**config.mk**
```make
export PLATFORM = sky130hd
export DESIGN_NAME = dmix_gain_stage
export DESIGN_NICKNAME = d
export VERILOG_FILES = /design/src/rtl/dmix_gain_stage.sv
export SDC_FILE = /design/constraint.sdc
export NUM_CORES = 1
export LEC_CHECK = 0
export ABC_AREA = 0
export BUFFER_PORTS_ARGS = -buffer_cell sky130_fd_sc_hd__buf_2
export CAP_MARGIN = 20
export CORE_UTILIZATION = 55
export CTS_CLUSTER_DIAMETER = 120
export DETAILED_ROUTE_END_ITERATION = 16
export PLACE_DENSITY = 0.81
export SYNTH_ARGS = -nofsm -noshare
export SYNTH_HDL_FRONTEND = slang
export SYNTH_SLANG_ARGS = --single-unit
```
**constraint.sdc**
```tcl
create_clock -name clk -period 4.9 [get_ports clk]
set_input_delay 1.47 -clock clk [delete_from_list [all_inputs] [get_ports clk]]
set_output_delay 1.47 -clock clk [all_outputs]
set_load 0.02 [all_outputs]
```
**src/rtl/dmix_gain_stage.sv**
```systemverilog
// Per-channel Q2.14 digital gain between resample_pipeline and dac_drv.
// One shared shift-add multiplier; round half up, saturate, sticky clip/underrun status.
module dmix_gain_stage #(
    parameter int NUM_CH      = 2,
    parameter int NUM_CH_LOG2 = 1,
    parameter int DATA_WIDTH  = 24,
    parameter int GAIN_WIDTH  = 16
) (
    input  logic                         clk,
    input  logic                         rst,
    input  logic [NUM_CH*GAIN_WIDTH-1:0] gain_i,
    output logic [NUM_CH-1:0]            pop_o,
    input  logic [NUM_CH-1:0]            ack_i,
    input  logic [DATA_WIDTH-1:0]        data_i,
    input  logic [NUM_CH-1:0]            pop_i,
    output logic [NUM_CH-1:0]            ack_o,
    output logic [DATA_WIDTH-1:0]        data_o,
    input  logic                         clip_clr_i,
    output logic [NUM_CH-1:0]            clip_o,
    output logic [NUM_CH-1:0]            underrun_o
);

    localparam int ACC_WIDTH = DATA_WIDTH + GAIN_WIDTH;
    localparam int FRAC_BITS = GAIN_WIDTH - 2;
    localparam int RES_WIDTH = ACC_WIDTH - FRAC_BITS;
    localparam int CNT_WIDTH = $clog2(GAIN_WIDTH);

    localparam logic [ACC_WIDTH-1:0]  RND_BIAS = ACC_WIDTH'(1) << (FRAC_BITS - 1);
    localparam logic [DATA_WIDTH-1:0] SAT_POS  = {1'b0, {(DATA_WIDTH-1){1'b1}}};
    localparam logic [DATA_WIDTH-1:0] SAT_NEG  = {1'b1, {(DATA_WIDTH-1){1'b0}}};
    localparam logic [CNT_WIDTH-1:0]  CNT_LAST = CNT_WIDTH'(GAIN_WIDTH - 1);

    typedef enum logic [1:0] {
        ST_IDLE,
        ST_MUL,
        ST_SAT
    } state_t;

    state_t                  state_q, state_d;
    logic [DATA_WIDTH-1:0]   in_reg_q  [NUM_CH];
    logic [DATA_WIDTH-1:0]   out_reg_q [NUM_CH];
    logic [NUM_CH-1:0]       in_full_q, req_pending_q, out_valid_q;
    logic [NUM_CH_LOG2-1:0]  cur_ch_q, last_ch_q;
    logic [ACC_WIDTH-1:0]    acc_q, mcand_q;
    logic [GAIN_WIDTH-1:0]   mplier_q;
    logic [CNT_WIDTH-1:0]    cnt_q;

    logic                    pick_valid;
    logic [NUM_CH_LOG2-1:0]  pick_ch, cand;
    logic                    serve_valid;
    logic [NUM_CH_LOG2-1:0]  serve_ch;
    logic [RES_WIDTH-1:0]    res;
    logic [RES_WIDTH-DATA_WIDTH:0] res_top;
    logic                    sat_clip;
    logic [DATA_WIDTH-1:0]   sat_data;

    // Round-robin search starts one past the channel the multiplier served last.
    always_comb begin
        // NOTE: every always_comb output gets a default first, otherwise a latch is inferred.
        pick_valid = 1'b0;
        pick_ch    = '0;
        cand       = '0;
        for (int k = 1; k <= NUM_CH; k++) begin
            cand = last_ch_q + NUM_CH_LOG2'(k);
            if (!pick_valid && in_full_q[cand] && !out_valid_q[cand]) begin
                pick_valid = 1'b1;
                pick_ch    = cand;
            end
        end
    end

    always_comb begin
        serve_valid = |pop_i;
        serve_ch    = '0;
        for (int i = NUM_CH - 1; i >= 0; i--) begin
            if (pop_i[i]) begin
                serve_ch = NUM_CH_LOG2'(i);
            end
        end
    end

    always_comb begin
        res      = RES_WIDTH'((acc_q + RND_BIAS) >> FRAC_BITS);
        res_top  = res[RES_WIDTH-1:DATA_WIDTH-1];
        sat_clip = !((&res_top) || !(|res_top));
        if (!sat_clip) begin
            sat_data = res[DATA_WIDTH-1:0];
        end else if (res[RES_WIDTH-1]) begin
            sat_data = SAT_NEG;
        end else begin
            sat_data = SAT_POS;
        end
    end

    always_comb begin
        state_d = state_q;
        case (state_q)
            ST_IDLE: if (pick_valid) state_d = ST_MUL;
            ST_MUL:  if (cnt_q == '0) state_d = ST_SAT;
            ST_SAT:  state_d = ST_IDLE;
            default: state_d = ST_IDLE;
        endcase
    end

    always_ff @(posedge clk or negedge rst) begin
        // NOTE: sequential state uses non-blocking assignments so every flop samples pre-edge values.
        if (!rst) begin
            state_q <= ST_IDLE;
        end else begin
            state_q <= state_d;
        end
    end

    // Shift-add: one gain bit per MUL cycle, LSB first, multiplicand sign-extended to ACC_WIDTH.
    always_ff @(posedge clk or negedge rst) begin
        if (!rst) begin
            acc_q     <= '0;
            mcand_q   <= '0;
            mplier_q  <= '0;
            cnt_q     <= '0;
            cur_ch_q  <= '0;
            last_ch_q <= NUM_CH_LOG2'(NUM_CH - 1);
        end else begin
            case (state_q)
                ST_IDLE: begin
                    if (pick_valid) begin
                        acc_q     <= '0;
                        mcand_q   <= {{GAIN_WIDTH{in_reg_q[pick_ch][DATA_WIDTH-1]}}, in_reg_q[pick_ch]};
                        mplier_q  <= gain_i[int'(pick_ch)*GAIN_WIDTH +: GAIN_WIDTH];
                        cnt_q     <= CNT_LAST;
                        cur_ch_q  <= pick_ch;
                        last_ch_q <= pick_ch;
                    end
                end
                ST_MUL: begin
                    if (mplier_q[0]) begin
                        acc_q <= acc_q + mcand_q;
                    end
                    mcand_q  <= mcand_q << 1;
                    mplier_q <= mplier_q >> 1;
                    cnt_q    <= cnt_q - CNT_WIDTH'(1);
                end
                default: ;
            endcase
        end
    end

    always_ff @(posedge clk or negedge rst) begin
        if (!rst) begin
            // NOTE: the sample registers are a handful of flops, so they are reset like any other state.
            for (int c = 0; c < NUM_CH; c++) begin
                in_reg_q[c]  <= '0;
                out_reg_q[c] <= '0;
            end
            in_full_q     <= '0;
            req_pending_q <= '0;
            out_valid_q   <= '0;
            pop_o         <= '0;
            clip_o        <= '0;
            underrun_o    <= '0;
        end else begin
            for (int c = 0; c < NUM_CH; c++) begin
                pop_o[c] <= !in_full_q[c] && !req_pending_q[c];
                if (!in_full_q[c] && !req_pending_q[c]) begin
                    req_pending_q[c] <= 1'b1;
                end else if (req_pending_q[c] && ack_i[c]) begin
                    in_reg_q[c]      <= data_i;
                    in_full_q[c]     <= 1'b1;
                    req_pending_q[c] <= 1'b0;
                end
            end

            if (serve_valid && out_valid_q[serve_ch]) begin
                out_valid_q[serve_ch] <= 1'b0;
            end

            if (state_q == ST_SAT) begin
                out_reg_q[cur_ch_q]   <= sat_data;
                out_valid_q[cur_ch_q] <= 1'b1;
                in_full_q[cur_ch_q]   <= 1'b0;
            end

            // Clear wins over a flag being raised in the same cycle.
            if (clip_clr_i) begin
                clip_o     <= '0;
                underrun_o <= '0;
            end else begin
                if (state_q == ST_SAT && sat_clip) begin
                    clip_o[cur_ch_q] <= 1'b1;
                end
                if (serve_valid && !out_valid_q[serve_ch]) begin
                    underrun_o[serve_ch] <= 1'b1;
                end
            end
        end
    end

    // Downstream answer: only the lowest requested channel is served; data_o holds between acks.
    always_ff @(posedge clk or negedge rst) begin
        if (!rst) begin
            ack_o  <= '0;
            data_o <= '0;
        end else begin
            ack_o <= '0;
            if (serve_valid) begin
                ack_o[serve_ch] <= 1'b1;
                data_o          <= out_valid_q[serve_ch] ? out_reg_q[serve_ch] : '0;
            end
        end
    end

endmodule

```
**Word level (Yosys, flattened, before mapping)**

Index checks and enable logic that the tools add are counted.

- Flip-flop bits (word level): 238
- Output and inout bits: 32

- Shift operators: 1
- Magnitude comparators: 10
- Equal/unequal tests: 5
- Bitwise operators: 12
- Multiplexer cells: 60
- $add $sub $neg: 4
- Reduce and logical (&&, ||, !) cells: 40

Operators with widths:

| cell | number |
|---|---|
| 24-bit 2-to-1 mux | 10 |
| 40-bit case mux with 2 select lines | 2 |
| 40-bit 2-to-1 mux | 3 |
| 48-bit bitwise mux | 1 |
| 40-bit by 14-bit adder with 40-bit output (second input constant) | 1 |
| 40-bit adder | 1 |
| 16-bit case mux with 2 select lines | 1 |
| 32-bit by 6-bit indexed part select with 16-bit output | 1 |
| 1-bit 2-to-1 mux | 26 |
| 24-bit demux with 1-bit select | 1 |
| 2-bit 2-to-1 mux | 10 |
| 16-bit 2-to-1 mux | 1 |
| 1-bit logical AND | 13 |
| 1-bit logical NOT | 10 |
| 2-bit AND reduction | 5 |
| 2-bit nonzero test | 5 |
| 1-bit by 2-bit less-than comparator with 1-bit output (second input constant) | 4 |
| 4-bit case mux with 2 select lines | 1 |
| 2-bit >= comparator (second input constant) | 3 |
| 2-bit inequality test (second input constant) | 3 |
| 1-bit NOT with 2-bit output | 3 |
| 2-bit bitwise OR | 3 |
| 3-bit AND reduction | 2 |
| 2-bit bitwise AND | 2 |
| 16 further kinds | 20 |

**Depth between registers and ports, before layout**

Gate-level depths: netlist of the first run.

- Depth after elaboration: 16
- Mapped depth: 11
- Mapped depth without buffers: 10

**Least setup slack after synthesis of the first run**

Ideal clock, no wire load.

- Path type: reg2reg
- Start: register acc_q[0]
- End: register acc_q[36]
- Setup time: 0.136 ns
- Path buffers: 0
- Path slack: 1.774 ns
- Required time: 4.764 ns
- Data arrival time: 2.989 ns
- Cell stages (with the launch flop): 11
- Cell sequence: dfrtp_1 > ha_1 > fa_1 > a21oi_1 > o22ai_1 > o31ai_1 > a211oi_1 > a221o_1 > a31oi_1 > nor4_1 > or3b_2

- Longest elaborated chain between the ends: 3

Ends and longest elaborated chain:

| what | RTL line | source |
|---|---|---|
| start, declared | 44 | `logic [ACC_WIDTH-1:0] acc_q, mcand_q;` |
| start signal, assigned | 137 | `acc_q <= acc_q + mcand_q;` |
| 40-bit adder | 137 |  |
| 40-bit 2-to-1 mux | 136 | `if (mplier_q[0]) begin` |
| 40-bit case mux with 2 select lines | 124 | `case (state_q)` |

Every way passes these cells. The select of a mux whose other input is x is not followed.
A chain may end at the register's enable or synchronous reset.

**Worst setup path after layout of the first run**

- Start: register mcand_q[0]
- End: register acc_q[36]

- Longest elaborated chain between the ends: 3

Ends and longest elaborated chain:

| what | RTL line | source |
|---|---|---|
| start, declared | 44 |  |
| start signal, assigned | 128 | `mcand_q <= {{GAIN_WIDTH{in_reg_q[pick_ch][DATA_WIDTH-1]}}, in_reg_q[pick_ch]};` |
| start signal, assigned | 139 | `mcand_q <= mcand_q << 1;` |
| 40-bit adder | 137 |  |
| 40-bit 2-to-1 mux | 136 |  |
| 40-bit case mux with 2 select lines | 124 |  |

Every way passes these cells. The select of a mux whose other input is x is not followed.

==> results of run 1 <==
-- synthesized netlist by cell type, types with 5 or more instances --
library cell	n	area, um^2
mux2i_1	41	410.4
o21ai_0	105	525.5
o21ai_1	22	110.1
a21o_1	12	90.09
o21a_1	8	60.06
a21oi_1	77	385.4
a22oi_1	85	638.1
nor4_1	5	31.28
xnor2_1	33	289.0
nor3_1	19	95.09
o22ai_1	26	162.7
a21oi_2	21	183.9
nand2_1	118	442.9
nor2_1	59	221.5
inv_1	23	86.33
dfrtp_1	237	5931
and3_1	10	62.56
mux2_2	49	551.8
nand3_1	86	430.4
o31ai_1	9	67.56
a211oi_1	10	75.07
clkbuf_1	70	262.8
buf_1	12	45.04
nand4_1	19	118.9
a31oi_1	6	37.54
ha_1	41	513.0
xor2_1	22	192.7
and4_1	6	52.55
-- path summary, 6_finish.rpt --
path | slack [ns] | start | end | cells after the start
max in group asynchronous | 3.00 | rst | mplier_q[7] | 2
worst max-delay path | 1.22 | mcand_q[0] | acc_q[36] | 10
worst min-delay path | 0.45 | in_full_q[1] | pop_o[1] | 1
worst min register to register | 0.45 | in_full_q[1] | pop_o[1] | 1
min in group asynchronous | 0.97 | rst | out_reg_q[0] | 1
worst max register to register | 1.22 | mcand_q[0] | acc_q[36] | 10
-- area by class of cell --
class / count / area [um^2]
Multi-Input combinational cell: 948 / 6281
Tap cell: 285 / 356.6
Clock inverter: 10 / 108.9
Timing Repair Buffer: 112 / 648.1
Clock buffer: 35 / 713.2
Sequential cell: 238 / 5957
Inverter: 24 / 90.09
Fill cell: 1816 / 8417
-- power by group through the flow --
stage | Combinational, mW | Sequential [mW] | Clock (mW)
global route | 5.43 | 3.57 | 2.00
global placement | 4.65 | 3.43 | 0
detailed placement | 4.78 | 3.48 | 0
finish | 4.85 | 3.47 | 1.90
floorplan | 3.87 | 3.26 | 0
CTS | 4.82 | 3.45 | 1.92
-- flip-flops by register name (all words and copies together) (netlist names), 4 cells and up --
name and flops:
in_reg_q 48, out_reg_q 48, acc_q 40, mcand_q 40, data_o 24, mplier_q 16, cnt_q 4
-- metal layers --
metal / vias to the layer above / global-route usage (%) / share of wire, % / wire length, um
met1: 4894 / 34.70 / 45 / 13040
met4: 0 / 6.143 / 2.1 / 598
met3: 49 / 3.129 / 5.8 / 1671
met5: - / 0 / 0 / 0
li1: 4865 / - / - / -
met2: 334 / 40.74 / 47 / 13650
-- logic make-up after synthesis --
group                      count (synthesis)  share of synthesized area [%]
and+or+nand+nor                          351                          13.25
DFF                                      238                          47.06
AOI/OAI and AO/OA                        410                          20.50
muxes                                     90                          7.601
buffers and inverters                    112                          3.568
adders and majority gates                 42                          4.211
xor gates and xnor gates                  55                          3.805
==> key figures, run 1 <==
Setup path
  • Buf+Inv Stages, Crit Path: 0
  • Max stage delay on crit path: between 0.5 and 0.6 ns
  • Worst Setup Start Kind: flop
  • CP Class: flop to flop
  • WP data required: roughly 5.3 ns
  • Critical path endpoint category: flop
  • Critical path's top delay family: compound AO/OA/AOI/OAI gates
  • Slowest CP cell: o31ai_1
  • Worst EP arrival: 4.08 ns
  • CP max FO: 5
  • CP Cell Sequence: ha_1 -> fa_1 -> a21oi_1 -> o22ai_1 -> o31ai_1 -> a211oi_1 -> a221o_1 -> a31oi_1 -> nor4_1 -> or3b_2

CTS
  • Maximum clock insertion buffer count: 3
  • Hold-fix buffers, CTS: 0
  • Clock sinks: 238
  • Clock slew at reported path FFs: 0.06 ns
  • Resized Gates After CTS: 0
  • Post-CTS Setup Bufs: 0
  • Clock latency at the later pin of the worst-skew pair: 0.53 ns
  • H-tree levels: 1
  • Root Buffer: clkbuf_16
  • Num CTS Buffers: 25
  • CTS tree: yes

Yosys
  • Post-synth ARST share: 100.0%
  • Top FF cell, synth: dfrtp_1
  • EDFF count, synth: 0
  • Post-Syn Nets: 1403
  • FF+latch count, synth: 238
  • Synth Warn #: 0
  • Cells after Synth: 1298
  • Synth Cell Area: 12660 um^2
  • Seq/Total Area, Yosys: 47.06%
  • Post-synthesis cell type count: 68
  • Average cell area after synthesis: a little under 10 um^2

Final layout
  • Nets: 1454
  • Most frequent cells in the layout: dfrtp_1 (237), nand2_1 (117), o21ai_0 (105)
  • N_diodes: 0
  • Commonest non-fill, non-tap cell in the layout: dfrtp_1
  • Final Core Density: 62.71%
  • Area grow syn2layout: 11.82%
  • Final instance area: between 10000 and 15000 um^2
  • Share of cells above drive strength 1: 17.56%
  • Non-Filler Instances: between 1500 and 2000

Routing
  • Via density: 6.139
  • Routed vias: 10140
  • Final wirelength: 28.97 mm
  • WL per Instance: 17.53 um
  • DR iter-0 viols: 698
  • Antenna Nets Post-Route: 0
  • Drc violations: 0
  • DRT Pass-1 Iters: 5

STA
  • TNS Setup: 0 ns
  • Fin worst setup slack: 1.221 ns
  • Highest clock rate: 271.8 MHz
  • Post-layout min period: 3.679 ns
  • Worst rel slew slack: 37.78%
  • Worst Tran Pin Value: 0.9334 ns
  • Final Max Slew Viols: 0
  • Final Hold Vio Count: 0
  • Clk_skew: about 0.014 ns
  • Crit share post-route: 75.09%
  • Final setup vio count: 0
  • Unrepaired setup endpoints after global routing: no
  • Worst hold slack: 0.4539 ns

GRT
  • Tot GR Track Use: 24.70%
  • Initial antenna violation count: 0
  • Vias in the first global route: between 9000 and 10000
  • Global-route wire length before repair: 48.09 mm
  • Pin count of the biggest net entering global routing: 100
  • GRT overflow: 0

Pwr
  • Final Power: a little over 10 mW
  • Comb pwr share: ~48%
  • Clock power share: 18.6%
  • Cell area power density: between 700 and 800 nW/um^2
  • IR drop worst, VDD: 452.7 uV
  • NetSw: 4.310 mW
  • Sequential power share: between 30% and 40%
  • Internal power: ~5.9 mW
  • Sw frac: 42.20%
  • Leak: 6.294 nW

Die
  • Die area: about 24000 um^2
  • Num ports: between 90 and 100
  • Row Count: 55
  • Core region area: ~23000 um^2
  • Die width: 153.7 um
  • Initial core utilization: 56.08%
  • Die height: ~150 um

Run
  • Max_cap viols: 0

Placed design
  • Pre-CTS setup slack: 1.319 ns
  • Placed cell count: 1606
  • Routability cong.: 0.8953
  • Detailed placement HPWL: 19.71 mm
  • Post-DP Area: approximately 13000 um^2
  • I/O Buffers: 94

Worst hold path
  • Hold Crit Class: flop to flop

Status
  • Status: complete, no violations
Note: power is estimated with default switching activity, not from simulation.
==> inputs of run 2 (changes only) <==
PLACE_DENSITY = 0.84   (was 0.81)
clock period = 3.1 ns   (was 4.9 ns; I/O delays follow)
==> key figures, run 2 (synthesized netlist as in run 1, its figures left out) <==
Placed design
  • Post-DP Area: between 10000 and 15000 um^2
  • I/O Buffers: 94
  • Detailed placement HPWL: 20.88 mm
  • Placed cell count: approximately 1600
  • Pre-CTS setup slack: 0.03652 ns
  • Routability cong.: 0.9447

Final layout
  • Non-Filler Instances: 1683
  • Final instance area: ~14000 um^2
  • Largest regs: in_reg_q x48, out_reg_q x48
  • Final Core Density: 64.11%
  • Area grow syn2layout: 14.31%
  • Nets: 1484
  • N_diodes: 0
  • Share of cells above drive strength 1: 19.74%
  • Most frequent cells in the layout: dfrtp_1 (236), nand2_1 (117), o21ai_0 (105)
  • Commonest non-fill, non-tap cell in the layout: dfrtp_1

Die
  • Initial core utilization: a little under three fifths
  • Die area: 23630 um^2
  • Die width: between 150 and 200 um
  • Core region area: 22570 um^2
  • Die height: ~150 um
  • Row Count: 55
  • Num ports: 95

Setup path
  • Worst EP arrival: between 3 and 4 ns
  • CP Class: flop to flop
  • Buf+Inv Stages, Crit Path: 0
  • Critical path's top delay family: simple AND/OR/NAND/NOR gates
  • WP data required: 3.51 ns
  • Slowest CP cell: or4bb_4
  • CP Cell Sequence: ha_1 -> a21o_1 -> nand4_1 -> a311oi_1 -> o2111ai_1 -> or4bb_4 -> and3b_1 -> or3_1 -> a32o_1
  • Critical path endpoint category: flop
  • Worst Setup Start Kind: flop
  • CP max FO: 4
  • Max stage delay on crit path: ~0.60 ns

CTS
  • Hold-fix buffers, CTS: 0
  • Root Buffer: clkbuf_16
  • Clock slew at reported path FFs: 0.07 ns
  • Maximum clock insertion buffer count: 3
  • CTS tree: yes
  • Clock sinks: 238
  • Clock latency at the later pin of the worst-skew pair: 0.53 ns
  • H-tree levels: 1
  • Num CTS Buffers: 25

Worst hold path
  • Hold Crit Class: primary input to asynchronous set/reset pin

STA
  • Final Hold Vio Count: 0
  • Worst Tran Pin Value: 0.9140 ns
  • Final Max Slew Viols: 0
  • Fin worst setup slack: between 0.05 and 0.06 ns
  • Clk_skew: 0.01628 ns
  • Unrepaired setup endpoints after global routing: yes
  • Post-layout min period: 3.047 ns
  • Worst rel slew slack: 38.84%
  • Crit share post-route: between 90% and 100%
  • Worst hold slack: ~0.34 ns
  • Highest clock rate: 328.2 MHz
  • Final setup vio count: 0

GRT
  • Initial antenna violation count: 0
  • Global-route wire length before repair: 51.36 mm
  • Pin count of the biggest net entering global routing: 71
  • GRT overflow: 0
  • Tot GR Track Use: 26.73%
  • Vias in the first global route: 10300

Pwr
  • Sequential power share: between 30% and 40%
  • Cell area power density: 1158 nW/um^2
  • Sw frac: 42.02%
  • Leak: around 6.5 nW
  • IR drop worst, VDD: 651.3 uV
  • Comb pwr share: 48.8%
  • Clock power share: 18.8%
  • Internal power: 9.716 mW
  • NetSw: 7.042 mW

Routing
  • Drc violations: 0
  • DRT Pass-1 Iters: 7
  • Final wirelength: 31.16 mm
  • WL per Instance: 18.51 um
  • Antenna Nets Post-Route: 0
  • DR iter-0 viols: about 790
  • Routed vias: 10600
  • Via density: between 6 and 7

Run
  • Max_cap viols: 0

Status
  • Status: complete, no violations
run 2: cell count changes in the layout (fill, tap and decap cells not counted), moves of 2 or more:
cell	previous run	this run
buf_12	1	4
buf_4	16	44
clkbuf_8	5	3
bufinv_16	2	4
run 2: final timing paths:
check	start	end	slack, ns	depth (start not counted)
setup / recovery	acc_q[1]	acc_q[31]	0.05	9
hold / removal	rst	out_reg_q[5]	0.34	1
setup reg to reg	acc_q[1]	acc_q[31]	0.05	9
hold reg to reg	in_full_q[1]	pop_o[1]	0.44	1
max in group asynchronous	rst	in_reg_q[36]	1.90	2
min in group clk	in_full_q[1]	pop_o[1]	0.44	1
run 2: power by group through the flow:
| stage | Sequential (mW) | Combinational, mW | Clock [mW] |
|---|---|---|---|
| after global placement | 5.35 | 7.75 | 0 |
| final | 5.43 | 8.19 | 3.14 |
| after floorplan | 5.15 | 6.12 | 0 |
| after global routing | 5.58 | 9.10 | 3.30 |
| after detailed placement | 5.43 | 7.96 | 0 |
| after CTS | 5.41 | 8.07 | 3.18 |
run 2: metal layers:
layer  global-route usage, %  part of all wire, %  vias up
met1                   35.47                   43     5184
met2                   46.08                   49      396
met3                   3.241                  5.9       60
li1                        -                    -     4958
met4                   7.810                  2.4        0
met5                       0                    0        -
run 2: what timing repair did:
| item | in CTS | in global routing |
|---|---|---|
| setup buffers | 0 | 3 |
| setup endpoints to repair | 0 | 22 |
| resized for setup | 0 | 6 |
run 2: cell type report:
| class | instances | area [um^2] |
|---|---|---|
| clock buffer | 33 | 685.7 |
| clock inverter | 13 | 177.7 |
| fill | 1737 | 8102 |
| inverter | 24 | 90.09 |
| multi-input combinational | 948 | 6311 |
| sequential | 238 | 5958 |
| tap | 285 | 356.6 |
| timing repair buffer | 142 | 890.9 |
run 2: stage by stage:
stage          TNS (ns)  power (mW)
4_1_cts               0       16.66
3_5_place_dp          0       13.39
2_1_floorplan         0       11.26
5_1_grt        -0.09156       17.98
6_report              0       16.76
3_3_place_gp          0       13.10
